## src/rtl/record_core_if.sv

```systemverilog
// Recording bus: control from the top-level controller, sample stream in, SDRAM write requests out.
interface record_core_if;
  logic        rec_start;
  logic [22:0] rec_select;
  logic        rec_pause;
  logic        rec_stop;
  logic        rec_done;
  logic [22:0] rec_length;
  logic        rec_write;
  logic [22:0] rec_addr;
  logic [31:0] rec_writedata;
  logic        rec_sdram_finished;
  logic        rec_audio_valid;
  logic [31:0] rec_audio_data;
  logic        rec_audio_ready;

  modport master (
    input  rec_start, rec_select, rec_pause, rec_stop,
    input  rec_sdram_finished, rec_audio_valid, rec_audio_data,
    output rec_done, rec_length, rec_write, rec_addr, rec_writedata, rec_audio_ready
  );

  modport slave (
    output rec_start, rec_select, rec_pause, rec_stop,
    output rec_sdram_finished, rec_audio_valid, rec_audio_data,
    input  rec_done, rec_length, rec_write, rec_addr, rec_writedata, rec_audio_ready
  );
endinterface

```

## src/rtl/record_core.sv

```systemverilog
// Audio capture: each sample goes to SDRAM at base+1+count, then the count is written at base.
// One write in flight; ready is withheld until it is finished, so a sample costs 2 cycles plus SDRAM latency.
module record_core #(
  parameter logic [22:0] MAX_LEN = 23'd1048575
) (
  input  logic          i_clk,
  input  logic          i_rst,
  record_core_if.master rec
);

  typedef enum logic [1:0] {IDLE, WAIT, WRITE, WRITE_LENGTH} state_t;

  state_t      state, state_nxt;
  logic [22:0] base, base_nxt;
  logic [22:0] count, count_nxt;
  logic [22:0] count_inc;
  logic [31:0] sample, sample_nxt;
  logic        stop_pending, stop_pending_nxt;
  logic [22:0] length_q, length_nxt;
  logic        done_q, done_nxt;

  logic        audio_ready;
  logic        write;
  logic [22:0] addr;
  logic [31:0] writedata;

  assign count_inc = count + 23'd1;

  always_ff @(posedge i_clk or posedge i_rst) begin
    if (i_rst) begin
      state        <= IDLE;
      base         <= '0;
      count        <= '0;
      sample       <= '0;
      stop_pending <= 1'b0;
      length_q     <= '0;
      done_q       <= 1'b0;
    end else begin
      state        <= state_nxt;
      base         <= base_nxt;
      count        <= count_nxt;
      sample       <= sample_nxt;
      stop_pending <= stop_pending_nxt;
      length_q     <= length_nxt;
      done_q       <= done_nxt;
    end
  end

  always_comb begin
    state_nxt        = state;
    base_nxt         = base;
    count_nxt        = count;
    sample_nxt       = sample;
    stop_pending_nxt = stop_pending;
    length_nxt       = length_q;
    done_nxt         = 1'b0;
    case (state)
      IDLE: begin
        if (rec.rec_start) begin
          base_nxt         = rec.rec_select;
          count_nxt        = '0;
          stop_pending_nxt = 1'b0;
          state_nxt        = WAIT;
        end
      end
      WAIT: begin
        // Stop wins over a sample offered in the same cycle.
        if (rec.rec_stop || count == MAX_LEN) begin
          state_nxt = WRITE_LENGTH;
        end else if (rec.rec_audio_valid && audio_ready) begin
          sample_nxt = rec.rec_audio_data;
          state_nxt  = WRITE;
        end
      end
      WRITE: begin
        // The sample write always completes so the stored length matches the stored data.
        if (rec.rec_stop) stop_pending_nxt = 1'b1;
        if (rec.rec_sdram_finished) begin
          count_nxt = count_inc;
          if (stop_pending || rec.rec_stop || count_inc == MAX_LEN) state_nxt = WRITE_LENGTH;
          else                                                       state_nxt = WAIT;
        end
      end
      WRITE_LENGTH: begin
        if (rec.rec_sdram_finished) begin
          length_nxt = count;
          done_nxt   = 1'b1;
          state_nxt  = IDLE;
        end
      end
      default: state_nxt = IDLE;
    endcase
  end

  always_comb begin
    audio_ready = 1'b0;
    write       = 1'b0;
    addr        = '0;
    writedata   = '0;
    case (state)
      WAIT: audio_ready = !rec.rec_pause && !rec.rec_stop;
      WRITE: begin
        write     = 1'b1;
        addr      = base + count_inc;
        writedata = sample;
      end
      WRITE_LENGTH: begin
        write     = 1'b1;
        addr      = base;
        writedata = {9'b0, count};
      end
      default: ;
    endcase
  end

  assign rec.rec_audio_ready = audio_ready;
  assign rec.rec_write       = write;
  assign rec.rec_addr        = addr;
  assign rec.rec_writedata   = writedata;
  assign rec.rec_done        = done_q;
  assign rec.rec_length      = length_q;

endmodule

```

## src/flat_wrapper.sv

```systemverilog
// flat-port wrapper written by rule: the top's interface ports become plain ports
module record_core_flat 
#(
  parameter logic [22:0] MAX_LEN = 23'd1048575
)
  (i_clk, i_rst, rec_rec_start, rec_rec_select, rec_rec_pause, rec_rec_stop, rec_rec_sdram_finished, rec_rec_audio_valid, rec_rec_audio_data, rec_rec_done, rec_rec_length, rec_rec_write, rec_rec_addr, rec_rec_writedata, rec_rec_audio_ready);
  record_core_if rec_i ();
  input  logic i_clk;
  input  logic i_rst;
  input wire logic [$bits(rec_i.rec_start)-1:0] rec_rec_start;
  input wire logic [$bits(rec_i.rec_select)-1:0] rec_rec_select;
  input wire logic [$bits(rec_i.rec_pause)-1:0] rec_rec_pause;
  input wire logic [$bits(rec_i.rec_stop)-1:0] rec_rec_stop;
  input wire logic [$bits(rec_i.rec_sdram_finished)-1:0] rec_rec_sdram_finished;
  input wire logic [$bits(rec_i.rec_audio_valid)-1:0] rec_rec_audio_valid;
  input wire logic [$bits(rec_i.rec_audio_data)-1:0] rec_rec_audio_data;
  output wire logic [$bits(rec_i.rec_done)-1:0] rec_rec_done;
  output wire logic [$bits(rec_i.rec_length)-1:0] rec_rec_length;
  output wire logic [$bits(rec_i.rec_write)-1:0] rec_rec_write;
  output wire logic [$bits(rec_i.rec_addr)-1:0] rec_rec_addr;
  output wire logic [$bits(rec_i.rec_writedata)-1:0] rec_rec_writedata;
  output wire logic [$bits(rec_i.rec_audio_ready)-1:0] rec_rec_audio_ready;
  assign rec_i.rec_start = rec_rec_start;
  assign rec_i.rec_select = rec_rec_select;
  assign rec_i.rec_pause = rec_rec_pause;
  assign rec_i.rec_stop = rec_rec_stop;
  assign rec_i.rec_sdram_finished = rec_rec_sdram_finished;
  assign rec_i.rec_audio_valid = rec_rec_audio_valid;
  assign rec_i.rec_audio_data = rec_rec_audio_data;
  assign rec_rec_done = rec_i.rec_done;
  assign rec_rec_length = rec_i.rec_length;
  assign rec_rec_write = rec_i.rec_write;
  assign rec_rec_addr = rec_i.rec_addr;
  assign rec_rec_writedata = rec_i.rec_writedata;
  assign rec_rec_audio_ready = rec_i.rec_audio_ready;
  record_core #(.MAX_LEN(MAX_LEN)) u_core (.i_clk(i_clk), .i_rst(i_rst), .rec(rec_i));
endmodule
```

## config.mk

```make
export PLATFORM = sky130hd
export DESIGN_NAME = record_core_flat
export DESIGN_NICKNAME = d
export VERILOG_FILES = /design/src/rtl/record_core_if.sv /design/src/rtl/record_core.sv /design/src/flat_wrapper.sv
export SDC_FILE = /design/constraint.sdc
export NUM_CORES = 1
export LEC_CHECK = 0
export CORE_ASPECT_RATIO = 0.7
export CORE_MARGIN = 1.5
export CORE_UTILIZATION = 25
export DETAILED_ROUTE_END_ITERATION = 8
export SYNTH_ARGS = -nofsm -noshare
export SYNTH_HDL_FRONTEND = slang
export SYNTH_SLANG_ARGS = --single-unit
```

## constraint.sdc

```tcl
create_clock -name i_clk -period 8.55 [get_ports i_clk]
set_input_delay 1.71 -clock i_clk [delete_from_list [all_inputs] [get_ports i_clk]]
set_output_delay 1.71 -clock i_clk [all_outputs]
set_load 0.02 [all_outputs]
```

After elaboration in Yosys (flattened, before gate mapping)
Index checks and enable logic that the tools add are counted.
{"block": "totals", "in_bits": 62, "wordCells": 55, "output_inout_bits": 81, "regBits": 105}
{"block": "classes", "n_bitwise": 1, "addsub": 2, "muxes": 19, "n_reduce_logical": 16, "n_eq_ne": 10}
{"operator": "23-bit case mux with 2 select lines", "count": 2}
{"operator": "32-bit case mux with 2 select lines", "count": 1}
{"operator": "23-bit by 20-bit equality test with 1-bit output (second input constant)", "count": 2}
{"operator": "23-bit 2-to-1 mux", "count": 2}
{"operator": "23-bit by 1-bit adder with 23-bit output (second input constant)", "count": 1}
{"operator": "23-bit adder", "count": 1}
{"operator": "2-bit 2-to-1 mux", "count": 6}
{"operator": "3-bit AND reduction", "count": 3}
{"operator": "2-bit inequality test (second input constant)", "count": 4}
{"operator": "2-bit case mux with 4 select lines", "count": 1}
{"operator": "1-bit 2-to-1 mux", "count": 6}
{"operator": "2-bit equality test (second input constant)", "count": 2}
{"operator": "2-bit AND reduction", "count": 2}
{"operator": "4-bit AND reduction", "count": 1}
{"operator": "1-bit logical OR", "count": 3}
{"operator": "3-bit by 1-bit inequality test with 1-bit output (second input constant)", "count": 1}
{"operator": "2-bit by 1-bit equality test with 1-bit output (second input constant)", "count": 1}
{"operator": "1-bit logical AND", "count": 2}
{"operator": "1-bit logical NOT", "count": 2}
{"operator": "2-bit logical NOT", "count": 1}
{"operator": "1-bit case mux with 2 select lines", "count": 1}
{"operator": "2-bit nonzero test", "count": 1}
{"operator": "2-bit OR reduction", "count": 1}
{"operator": "1-bit inverter", "count": 1}

Longest topological paths before layout
Gate-level depths: netlist of the first run.
{"block": "depth", "depth_word": 7, "ltp_mapped": 16, "ltp_nobuf": 14}

Worst setup path before layout of the first run
No wires, ideal clock.
{"block": "synth_timing", "path_kind": "register to output", "startpoint": "register u_core.count[4]", "endpoint": "output rec_rec_addr[22]", "arrival_ns": 3.616, "n_path_buf": 3, "required_ns": 6.840, "stages_incl_launch_ff": 16, "setup_slack_ns": 3.224, "path_cell_list": "dfrtp_1 > buf_2 > and4_1 > and3_1 > clkbuf_1 > nand2_1 > nor2_1 > xor2_1 > ha_1 > clkbuf_1 > and4_1 > a221o_1 > a211oi_1 > nand2_1 > or3_1 > nand4b_1"}
{"block": "synth_via", "elab_chain_cells": 3}
{"item": "start, declared", "line": "record_core.sv:15", "text": "logic [22:0] count, count_nxt;"}
{"item": "start signal, assigned", "line": "record_core.sv:41", "text": "count <= count_nxt;"}
{"item": "23-bit by 1-bit adder with 23-bit output", "line": "record_core.sv:27", "text": "assign count_inc = count + 23'd1;"}
{"item": "23-bit adder", "line": "record_core.sv:104", "text": "addr = base + count_inc;"}
{"item": "23-bit case mux with 2 select lines", "line": "record_core.sv:100", "text": "case (state)"}
{"item": "end, declared", "line": "flat_wrapper.sv:20", "text": "output wire logic [$bits(rec_i.rec_addr)-1:0] rec_rec_addr;"}
No other way between the ends.

Final worst setup path of the first run
{"block": "layout_timing", "startpoint": "register u_core.count[7]", "endpoint": "output rec_rec_addr[20]"}
Same word-level chain as after synthesis.

==> results of run 1 <==
-- worst max-delay path by stage --
stage                     slack (ps)            start  cells past startpoint               end
after floorplan                 3220  u_core.count[4]                     15  rec_rec_addr[22]
after global placement          2200  u_core.count[7]                     12  rec_rec_addr[22]
final                           1640  u_core.count[7]                     13  rec_rec_addr[20]
after CTS                       1700  u_core.count[7]                     12  rec_rec_addr[22]
after global routing            1340  u_core.count[7]                     12  rec_rec_addr[22]
after detailed placement        2140  u_core.count[7]                     12  rec_rec_addr[22]
-- metal layers --
| metal | share of wire | wire length (µm) |
|---|---|---|
| met1 | 0.52 | 10200 |
| met4 | 0.0048 | 95 |
| met5 | 0 | 0 |
| met3 | 0.062 | 1230 |
| met2 | 0.42 | 8280 |
-- final cells by class --
| cell class | count | area, µm² |
|---|---|---|
| Fill cell | 2762 | 17900 |
| Multi-Input combinational cell | 512 | 3950 |
| Sequential cell | 105 | 2630 |
| Timing Repair Buffer | 149 | 1470 |
| Tap cell | 364 | 455 |
| Clock buffer | 10 | 229 |
| Clock inverter | 6 | 72.6 |
| Inverter | 11 | 43.8 |
-- Yosys cell counts, drive strengths merged (5+ instances only) --
cell type and instances:
mux2i 27, ha 27, a211oi 5, dfrtp 105, nor2b 30, nand4 6, xor2 18, a31oi 7
and3 5, a22o 12, clkbuf 33, nand2 55, inv 11, and2 25, nand3 13, nor3 12
nor2 30, mux2 77, and4 7, o31ai 11, a21oi 28, o21ai 46, buf 13, xnor2 22
a21o 13
-- metrics by stage --
stage / utilization / instances
final: 0.331 / 1157
after global routing: 0.331 / 1157
after CTS: 0.331 / 1157
after detailed placement: 0.320 / 1141
after global placement: 0.320 / 1141
after floorplan: - / 674
-- sequential cells by signal, summed over array words and instances, names as in the netlist --
signal / cells
u_core.state: 2
u_core.count: 23
u_core.base: 23
u_core.rec.rec_length: 23
u_core.sample: 32
u_core.rec.rec_done: 1
u_core.stop_pending: 1
-- where the power goes --
group          internal [mW]  total (mW)  leakage, nW  switching, mW
clock network          0.231       0.436        0.144          0.205
registers              0.647       0.778         1.35          0.131
logic                  0.664        1.36         2.36          0.697
total                   1.54        2.58         3.85           1.03
-- worst max-delay path, stage by stage (launching register included) --
cell	delay, ps
dfrtp_1	620
nand4_1	280
or2_2	400
nor4_1	410
xor2_1	220
ha_1	450
and3_1	210
nand2_1	100
a2111oi_0	700
a211oi_1	230
a21oi_1	230
xor2_1	190
a22o_1	170
clkdlybuf4s50_1	630
-- cells by family after synthesis --
logic type      synth area share
simple gates               0.162
compound gates             0.128
flops                      0.386
mux                        0.184
buf+inv                   0.0362
xor+xnor                  0.0515
fa+ha+maj                 0.0526
==> results.toml, run 1 <==
[setup_path]
r2r_cells = 9
cp.required_ps = 6840
crit_type = "reg -> out"
arrival_ps = 5200
worstPathMaxFanout = 15
worstReg2RegStart = "u_core.count[0]"
r2r_setup_slack_ps = 5380
r2r-end = "u_core.sample[20]"
cp-end-kind = "primary output"
start_kind = "register"

[timing]
fin_crit_sh = 0.808
finalClockSkew_ps = 10.7
slew_viol_final = 0
hold_slack_ps = 489
rsz0062_at_grt = "false"
tightest_slew_ps = 992
fin_crit_ps = 6910
fmax_mhz = 145
max_slew_margin = 0.337
finalSetupViolations = 0
setup_ws_ps = 1640
finalSetupTns_ps = 0
finalHoldViolCount = 0

[grt]
antenna_found_initial = 0
use_met2 = 0.205
grt-busiest-layer = "met1"
grt_pass1_vias = 5121
grt_max_degree = 66
use_met1 = 0.207
grt.total_usage = 0.141
grt.overflow.total = 0
grt_util_met3 = 0.0411
grt_pass1_wl_um = 30600

[placement]
place.gp.congestion = 0.864
place_hpwl_um = 14800
dpl_cell_area_um2 = 8550
port_buffers = 142
pre_cts_ws_ps = 2140

[logic_synthesis]
syn-cell-area_um2 = 6810
synth_top_area_cell = "dfrtp_1"
synth_cell_types = 56
ys_warn_count = 0
synth.top_cell.area_share = 0.386
ys_ff_latch = 105
synth-seq-area-share = 0.386
synthCells = 674
synth_area_leaders = "dfrtp_1, mux2_2, mux2_4, ha_1, mux2i_1"
syn_area_per_cell_um2 = 10.1
ys.flop_type = "dfrtp_1"
syn-num-nets = 764
synth_async_sr_flop_share = 1.00
synth_edf_count = 0

[min_path]
min_from = "u_core.rec.rec_length[0]"
hold_class = "reg -> reg"
min_to = "u_core.rec.rec_length[0]"
hold_path_depth = 2

[floorplan]
start_util = 0.255
fp.dieW_um = 200
dieArea_um2 = 28200
rows = 50
die_y_um = 141
core_area_um2 = 26700
num_io_pins = 143

[cts]
cts_resized = 0
hold_buffers = 0
cts_made_buffers = 9
cts_buffer_depth = 2
ctsHtreeMaxLevel = 3
cts_tree = "yes"
cts-root-buf = "clkbuf_16"
worstSkewPairLatency_ps = 360
path_clk_slew_ps = 70
cts_setup_buffers = 0
cts_num_sinks = 105

[route]
route.detailed.drc = 0
drt_iter0_drc = 321
wl_per_cell_um = 17.1
via_per_inst = 4.66
antenna_left = 0
first_pass_iters = 5
vias = 5393
drt_wl_total_um = 19800

[layout]
fin_area_um2 = 8850
mostFrequentLayoutCells = "clkdlybuf4s50_1, dfrtp_1, nand2_1, mux2_2, o21ai_0"
mostFrequentLayoutCell = "clkdlybuf4s50_1"
nets = 878
layout-drive-gt1-share = 0.144
antenna_cells = 0
syn2layout_area_growth_pct = 30.0

[run]
drv_cap = 0

[power]
cellLeakagePower_nw = 3.85
pwr_density_cell_nw_per_um2 = 291
fin_total_pwr_mw = 2.58
vdd_drop_max_mv = 0.122

[status]
status = "complete, no violations"
No activity file was read; power rests on OpenSTA's default activity.
==> run 2, diff against run 1 <==
==> constraint.sdc (replaced) <==
create_clock -name i_clk -period 6.05 [get_ports i_clk]
set_input_delay 1.21 -clock i_clk [delete_from_list [all_inputs] [get_ports i_clk]]
set_output_delay 1.21 -clock i_clk [all_outputs]
set_load 0.02 [all_outputs]
==> results.toml, run 2 (synthesized netlist as in run 1, its figures left out) <==
[power]
p_sw_mw = 1.46
pwr_density_cell_nw_per_um2 = 408
power.share.sequential = 0.304
pwr-share-clk = 0.169
swShare = 0.398
fin_total_pwr_mw = 3.66
vdd_drop_max_mv = 0.190
p_comb_frac = 0.527
p_int_mw = 2.20
cellLeakagePower_nw = 3.94

[route]
via_per_inst = 4.71
wl_met2_um = 8520
wl_per_cell_um = 17.3
route.detailed.drc = 0
wl_met1_um = 10400
highest_layer = "met4"
drt_iter0_drc = 364
antenna_left = 0
first_pass_iters = 5
drt_wl_total_um = 20300
wl_met3_um = 1160
vias = 5511

[timing]
slew_viol_final = 0
tightest_slew_ps = 972
fin_crit_ps = 5680
rsz0062_at_grt = "false"
max_slew_margin = 0.350
finalSetupTns_ps = 0
fin_crit_sh = 0.938
fmax_mhz = 176
finalClockSkew_ps = 8.04
finalHoldViolCount = 0
setup_ws_ps = 374
finalSetupViolations = 0

[setup_path]
crit_type = "reg -> out"
crit_chain = "ha_2 > nand2_1 > nor2_4 > and4_1 > xnor2_1 > inv_1 > ha_1 > a21oi_1 > o21ai_0 > a21oi_1 > o21ai_0 > o41ai_1 > xnor2_1 > a22o_1 > clkdlybuf4s50_1"
arrival_ps = 4470
worstPathMaxFanout = 8
cp.required_ps = 4840
start_kind = "register"
cpPeakStageDelay_ps = 610
cp_slowest_cell = "clkdlybuf4s50_1"
cp-end-kind = "primary output"

[cts]
cts_made_buffers = 9
cts_buffer_depth = 2
cts-root-buf = "clkbuf_16"
path_clk_slew_ps = 70
ctsHtreeMaxLevel = 3
cts_setup_buffers = 0
cts_tree = "yes"
hold_buffers = 0
worstSkewPairLatency_ps = 360
cts_num_sinks = 105

[layout]
mostFrequentLayoutCell = "clkdlybuf4s50_1"
final_core_util = 0.336
regMostFlops = "u_core.sample"
final_cells = 1169
syn2layout_area_growth_pct = 32.0
nets = 890
antenna_cells = 0
largest_reg_flops = 32
layout-drive-gt1-share = 0.164
mostFrequentLayoutCells = "clkdlybuf4s50_1, dfrtp_1, nand2_1, mux2_2, o21ai_0"

[placement]
place_hpwl_um = 14900
place.gp.congestion = 0.875
pre_cts_ws_ps = 190
port_buffers = 142
placed_cells = 1153

[grt]
grt.total_usage = 0.146
antenna_found_initial = 0
grt_max_degree = 58
grt_pass1_wl_um = 31900
grt.overflow.total = 0
grt_pass1_vias = 5305

[floorplan]
die_y_um = 141
rows = 50
fp.dieW_um = 200
num_io_pins = 143
dieArea_um2 = 28200
start_util = 0.255
core_area_um2 = 26700

[min_path]
hold_class = "reg -> reg"

[run]
drv_cap = 0

[status]
status = "complete, no violations"
[run 2: cell types whose count changed in the layout (fill, tap and decap cells not counted), moves of 2 or more]
cell	previous run	this run
dfrtp_2	1	4
inv_6	3	0
dfrtp_1	104	101
clkbuf_8	0	2
buf_4	7	19
[run 2: through the flow]
| stage | hold slack (ps) | cell area, µm² |
|---|---|---|
| floorplan | 473 | 6810 |
| global placement | 467 | 8640 |
| detailed placement | 486 | 8640 |
| CTS | 507 | 8950 |
| global route | 524 | 8990 |
| finish | 497 | 8990 |
[run 2: worst max-delay path: cells and delay by family (launching register included)]
family	cells	cell delay, ps
AOI/OAI and AO/OA	6	1280
buffers and inverters	2	710
adders and majority gates	2	670
and+or+nand+nor	3	630
DFF	1	460
xor gates and xnor gates	2	340
[run 2: path summary, 6_finish.rpt]
check	start	to	slack, ps	cells after the start
setup / recovery	u_core.count[1]	rec_rec_addr[15]	370	15
hold / removal	u_core.rec.rec_length[0]	u_core.rec.rec_length[0]	500	2
setup reg to reg	u_core.count[1]	u_core.sample[24]	2880	10
max in group asynchronous	i_rst	u_core.count[2]	3530	3
min in group asynchronous	i_rst	u_core.sample[16]	1330	2
hold reg to reg	u_core.rec.rec_length[0]	u_core.rec.rec_length[0]	500	2
[run 2: repair_timing]
item | 4_1_cts | 5_1_grt
resized for setup | 2 | 10
endpoints found under the setup margin | 2 | 8
gates cloned | 0 | 0
[run 2: area by class of cell]
type	instances	area [µm²]
clock buffers	12	256
clock inverters	4	51.3
fillers	2736	17700
inverters	11	43.8
multi-input cells	512	3980
flip-flops and latches	105	2630
well taps	364	455
repair buffers	161	1570
[run 2: per-layer routing]
| metal | vias up | track usage |
|---|---|---|
| met5 | - | 0 |
| met2 | 151 | 0.211 |
| met1 | 2686 | 0.216 |
| met3 | 13 | 0.0377 |
| li1 | 2661 | - |
| met4 | 0 | 0.0335 |
[run 2: power by group through the flow]
stage          registers [mW]  clock network [mW]  logic (mW)
6_report                 1.11               0.619        1.93
5_1_grt                  1.15               0.668        2.10
4_1_cts                  1.11               0.645        1.95
3_5_place_dp             1.12                   0        1.93
3_3_place_gp             1.12                   0        1.92
2_1_floorplan            1.04                   0        1.29
